<file path="src/rtl/dmem_arb_pkg.sv">
// Shared types for the data-memory arbiter: port ids, the stage-B request
// record and the lock-state encoding used when DMEM_ARBITER_LOCK_EN is set.
package dmem_arb_pkg;

  typedef logic port_id_t;

  localparam port_id_t PORT_CPU  = 1'b0;
  localparam port_id_t PORT_LOAD = 1'b1;

  // Widths of the stage-B record; the top-level ADDR_W/DATA_W default to these.
  localparam int unsigned DMEM_ADDR_W = 32;
  localparam int unsigned DMEM_DATA_W = 32;

  typedef struct packed {
    logic                   valid;
    port_id_t               port;
    logic                   we;
    logic [DMEM_ADDR_W-1:0] addr;
    logic [DMEM_DATA_W-1:0] wdata;
  } breq_t;

  typedef enum logic [1:0] {
    LOCK_NONE = 2'd0,
    LOCK_CPU  = 2'd1,
    LOCK_LOAD = 2'd2
  } lock_state_t;

  function automatic port_id_t other_port(input port_id_t p);
    return ~p;
  endfunction

endpackage

</file>
<file path="src/rtl/dmem_arbiter_rr_arb2.sv">
// Two-way round-robin grant logic with last_grant register.
// With DMEM_ARBITER_LOCK_EN defined, a lock owner excludes the other port.
module rr_arb2
  import dmem_arb_pkg::*;
(
  input  logic clk,
  input  logic rst_n,
  input  logic req0,
  input  logic req1,
`ifdef DMEM_ARBITER_LOCK_EN
  input  logic lock0,
  input  logic lock1,
`endif
  output logic gnt0,
  output logic gnt1
);

  port_id_t last_q, last_d;
  logic     rr_g0, rr_g1;

  // Plain round-robin choice: the port that did not win last time wins a tie.
  always_comb begin
    rr_g0 = 1'b0;
    rr_g1 = 1'b0;
    if (req0 && req1) begin
      if (last_q == other_port(PORT_CPU)) rr_g0 = 1'b1;
      else                                rr_g1 = 1'b1;
    end else begin
      rr_g0 = req0;
      rr_g1 = req1;
    end
  end

`ifdef DMEM_ARBITER_LOCK_EN
  lock_state_t lock_q, lock_d;

  // Lock state register; reset clears any lock.
  always_ff @(posedge clk or negedge rst_n) begin
    if (!rst_n) lock_q <= LOCK_NONE;
    else        lock_q <= lock_d;
  end

  // Grant selection under lock, and lock next state.
  always_comb begin
    gnt0   = 1'b0;
    gnt1   = 1'b0;
    lock_d = lock_q;
    case (lock_q)
      LOCK_CPU:  gnt0 = req0;
      LOCK_LOAD: gnt1 = req1;
      default: begin
        gnt0 = rr_g0;
        gnt1 = rr_g1;
      end
    endcase
    // An owner that stops requesting for a full cycle gives up the lock.
    if ((lock_q == LOCK_CPU && !req0) || (lock_q == LOCK_LOAD && !req1))
      lock_d = LOCK_NONE;
    if (gnt0) lock_d = lock0 ? LOCK_CPU  : LOCK_NONE;
    if (gnt1) lock_d = lock1 ? LOCK_LOAD : LOCK_NONE;
  end
`else
  // Grant is the round-robin choice.
  always_comb begin
    gnt0 = rr_g0;
    gnt1 = rr_g1;
  end
`endif

  // last_grant next value: follows the winner, unchanged when idle.
  always_comb begin
    last_d = last_q;
    if (gnt0)      last_d = PORT_CPU;
    else if (gnt1) last_d = PORT_LOAD;
  end

  // last_grant register; resets to the loader so the CPU wins the first tie.
  always_ff @(posedge clk or negedge rst_n) begin
    if (!rst_n) last_q <= PORT_LOAD;
    else        last_q <= last_d;
  end

endmodule

</file>
<file path="src/rtl/dmem_arbiter.sv">
// Two-requester round-robin arbiter in front of a single data memory.
// Granted requests are registered (stage B) and drive the memory one cycle
// later; read data returns registered, two cycles after the grant.
// Optional macro DMEM_ARBITER_LOCK_EN adds lock0/lock1 inputs.
module dmem_arbiter
  import dmem_arb_pkg::*;
#(
  parameter int unsigned ADDR_W = DMEM_ADDR_W,
  parameter int unsigned DATA_W = DMEM_DATA_W
) (
  input  logic              clk,
  input  logic              rst_n,
  input  logic              req0,
  input  logic              req1,
  input  logic              we0,
  input  logic              we1,
  input  logic [ADDR_W-1:0] addr0,
  input  logic [ADDR_W-1:0] addr1,
  input  logic [DATA_W-1:0] wdata0,
  input  logic [DATA_W-1:0] wdata1,
`ifdef DMEM_ARBITER_LOCK_EN
  input  logic              lock0,
  input  logic              lock1,
`endif
  output logic              gnt0,
  output logic              gnt1,
  output logic              rvalid0,
  output logic              rvalid1,
  output logic [DATA_W-1:0] rdata0,
  output logic [DATA_W-1:0] rdata1,
  output logic [ADDR_W-1:0] mem_addr,
  output logic              mem_we,
  output logic [DATA_W-1:0] mem_wdata,
  input  logic [DATA_W-1:0] mem_rdata
);

  breq_t b_q;
  logic  any_gnt;

  rr_arb2 u_arb (
    .clk   (clk),
    .rst_n (rst_n),
    .req0  (req0),
    .req1  (req1),
`ifdef DMEM_ARBITER_LOCK_EN
    .lock0 (lock0),
    .lock1 (lock1),
`endif
    .gnt0  (gnt0),
    .gnt1  (gnt1)
  );

  assign any_gnt = gnt0 | gnt1;

  // Stage-B register: valid every cycle, payload only on a grant so the
  // memory address and write data hold through idle cycles.
  always_ff @(posedge clk or negedge rst_n) begin
    if (!rst_n) begin
      b_q <= '0;
    end else begin
      b_q.valid <= any_gnt;
      if (any_gnt) begin
        b_q.port  <= gnt1 ? PORT_LOAD : PORT_CPU;
        b_q.we    <= gnt1 ? we1 : we0;
        b_q.addr  <= DMEM_ADDR_W'(gnt1 ? addr1 : addr0);
        b_q.wdata <= DMEM_DATA_W'(gnt1 ? wdata1 : wdata0);
      end
    end
  end

  // Memory side driven straight from stage B; reset clears mem_we at once.
  assign mem_we    = b_q.valid & b_q.we;
  assign mem_addr  = ADDR_W'(b_q.addr);
  assign mem_wdata = DATA_W'(b_q.wdata);

  // Read response: capture memory data at the end of the B cycle.
  always_ff @(posedge clk or negedge rst_n) begin
    if (!rst_n) begin
      rvalid0 <= 1'b0;
      rvalid1 <= 1'b0;
      rdata0  <= '0;
      rdata1  <= '0;
    end else begin
      rvalid0 <= b_q.valid & ~b_q.we & (b_q.port == PORT_CPU);
      rvalid1 <= b_q.valid & ~b_q.we & (b_q.port == PORT_LOAD);
      if (b_q.valid && !b_q.we && b_q.port == PORT_CPU)  rdata0 <= mem_rdata;
      if (b_q.valid && !b_q.we && b_q.port == PORT_LOAD) rdata1 <= mem_rdata;
    end
  end

endmodule
</file>
<file path="config.mk">
export PLATFORM = sky130hd
export DESIGN_NAME = dmem_arbiter
export DESIGN_NICKNAME = d
export VERILOG_FILES = /design/src/rtl/dmem_arb_pkg.sv /design/src/rtl/dmem_arbiter_rr_arb2.sv /design/src/rtl/dmem_arbiter.sv
export SDC_FILE = /design/constraint.sdc
export NUM_CORES = 1
export LEC_CHECK = 0
export ABC_AREA = 1
export CAP_MARGIN = 20
export CORE_MARGIN = 2
export CORE_UTILIZATION = 44
export DETAILED_ROUTE_END_ITERATION = 10
export HOLD_SLACK_MARGIN = 0.12
export PLACE_DENSITY = 0.86
export SKIP_CTS_REPAIR_TIMING = 1
export SYNTH_ARGS = -nofsm -noshare
export SYNTH_HDL_FRONTEND = slang
export SYNTH_HIERARCHICAL = 1
export SYNTH_SLANG_ARGS = --single-unit
</file>
<file path="constraint.sdc">
create_clock -name clk -period 2.66 [get_ports clk]
set_input_delay 0.399 -clock clk [delete_from_list [all_inputs] [get_ports clk]]
set_output_delay 0.399 -clock clk [all_outputs]
set_load 0.01 [all_outputs]
</file>
==> results.cfg <==
[cells_and_area]
finalNetCount = 1106
fin_util_pct = 68.0
area_growth_pct = 51.1
instances_no_fill = 1134
final_cell_mix = clkdlybuf4s50_1, nand2_1, dfrtp_1, nand3_1, nand4_1
drive_above_1_share_pct = 5.67
fill_cells = 1063
layout_commonest_cell = clkdlybuf4s50_1
fin_area_um2 = 9400

[cts]
cts_buffer_depth = 2
cts_buffers = 17
cts_root_buf = clkbuf_16
clock-sinks = 134
clk_latency_ps = 410
cts_tree = built
path_clk_slew_ps = 60
htree_levels = 4

[setup_path]
cp_slowest_stage_delay_ps = 630
reg2reg_to = rdata0[22]
required_ps = 2260
crit_type = register to output port
crit_fanout = 26
cp-end-kind = output port
reg2reg_slack_ps = 690
crit-reg2reg-launch = b_q[64]
r2r_cells = 4
arrival_ps = 1740
crit_path_cell_trace = nand2_1, inv_1, clkdlybuf4s50_1
slowest_stage = dfrtp_2
start_kind = register

[global_route]
grtUsageTotal_pct = 25.3
grt_pass1_wl_um = 29400
grt_max_degree = 74
grt_pass1_vias = 5798
grt_overflow = 0
antenna_found_initial = 1

[power_and_ir_drop]
p_leak_nw = 4.31
power_mw = 7.80
p_int_mw = 5.36
peakVddDrop_v = 0.000393
p_switching_mw = 2.44
clkPwrFrac_pct = 28.3
p_comb_share_pct = 33.9
powerDensity_nw_per_um2 = 830
swShare_pct = 31.3
seq_power_share_pct = 37.8

[worst_hold_path]
holdPathEnd = rdata1[1]
worst_hold_path_type = register to register
min_from = rdata1[1]
holdPathStages = 2

[sta]
worst_pin_slew_ps = 721
fin_crit_ps = 2140
rsz0062_at_grt = false
slew_headroom_pct = 51.9
fmax_mhz = 467
finalSetupTns_ps = 0
period_share_pct = 80.5
finalHoldViolCount = 0
slew_viol_final = 0
skew_ps = 5.74
setup_violations = 0

[detailed_routing]
routed_wl_um = 19100
vias = 5952
first_pass_iters = 6
avgRoutedWirePerCell_um = 16.8
viasPerCell = 5.25
drtIter0Drc = 455
ant_nets = 0
drcViolationCount = 0

[floorplan]
fp.dieW_um = 123
start_util_pct = 45.0
rows = 43
core_area_um2 = 13800
die_h_um = 123
die-area_um2 = 15100
boundaryPins = 299

[placed_design]
place.gp.congestion = 0.836
portBuffers = 298
placed_cells = 1100
post_dp_cell_area_um2 = 8830
hpwl_um = 13300

[synthesis]
synthCells = 727
synth_compound_area_share_pct = 0.161
synth.distinct_cells = 15
syn-cell-area_um2 = 6220
synth_warnings = 6
synth_top_family_by_area = simple AND/OR/NAND/NOR gates
synth_xor_area_share_pct = 0
synth_fa_ha_area_share_pct = 0
syn_avg_cell_area_um2 = 8.56
yosys.area_share.simple_pct = 33.2
yosysSeqAreaShare_pct = 53.9
post_synth_mux_area_share_pct = 0
synth_nets = 893
ys_ff_latch = 134

[flow_run]
maxCapViolCount = 0

[outcome]
outcome = finished, final reports clean
[worst max path at each step]
stage | end | startpoint | slack, ps
after floorplan | mem_wdata[23] | req1 | 1180
after global placement | gnt0 | req0 | 540
after detailed placement | gnt0 | req0 | 550
after CTS | mem_we | b_q[66] | 500
after global routing | mem_we | b_q[66] | 430
final | mem_we | b_q[66] | 520
[synth_stat cells]
| cell type | instances | share of area (%) |
|---|---|---|
| inv_2 | 2 | 0.12 |
| o21ai_0 | 1 | 0.080 |
| clkbuf_1 | 8 | 0.48 |
| nor2_1 | 1 | 0.060 |
| nand3_1 | 131 | 11 |
| dfstp_2 | 1 | 0.42 |
| nand3_2 | 1 | 0.16 |
| buf_4 | 69 | 8.3 |
| nand4_1 | 64 | 6.4 |
| inv_1 | 8 | 0.48 |
| buf_1 | 1 | 0.060 |
| a21oi_1 | 1 | 0.080 |
| buf_2 | 41 | 3.3 |
| nand2_1 | 265 | 16 |
| dfrtp_1 | 133 | 53 |
[layout make-up]
type | count | area (um^2) | area share (%)
Antenna cell | 1 | 2.50 | 0.0266
Clock buffer | 21 | 460 | 4.90
Clock inverter | 11 | 101 | 1.08
Inverter | 10 | 37.5 | 0.399
Multi-Input combinational cell | 464 | 2100 | 22.3
Sequential cell | 134 | 3360 | 35.7
Tap cell | 180 | 225 | 2.40
Timing Repair Buffer | 313 | 3120 | 33.2
[registers in the layout, summed over array words and instances (netlist names)]
register and count:
mem_wdata 32, b_q 3, rdata0 32, u_arb/last_q 1, rvalid0 1, rvalid1 1, mem_addr 32, rdata1 32
[power groups by stage]
stage | Clock (mW) | Combinational, mW | Sequential (mW)
after detailed placement | 0 | 2.65 | 2.96
after CTS | 2.25 | 2.67 | 2.94
after global routing | 2.35 | 2.87 | 3.01
final | 2.21 | 2.65 | 2.94
after global placement | 0 | 2.60 | 2.95
after floorplan | 0 | 1.08 | 3.08
[worst max-delay path: cells and delay by family (launching register included)]
kind / cells / cell delay, ps
simple gates: 1 / 100
buf+inv: 2 / 600
flops: 1 / 630
[per-stage QoR]
stage,hold slack [ps],setup slack (ps)
after floorplan,103,1180
after global placement,452,541
after detailed placement,458,547
after CTS,23.7,505
after global routing,490,430
final,466,520
[cells by family after synthesis]
family / after synthesis
and+or+nand+nor: 462
AOI/OAI and AO/OA: 2
DFF: 134
buffers and inverters: 129
[layer usage]
layer | track usage (%) | up-vias | wire length, um
met5 | 0 | - | 0
met2 | 40.7 | 312 | 9380
met3 | 8.67 | 41 | 1940
li1 | - | 2762 | -
met4 | 11.8 | 0 | 580
met1 | 30.5 | 2837 | 7190
No activity file was read; power rests on OpenSTA's default activity.
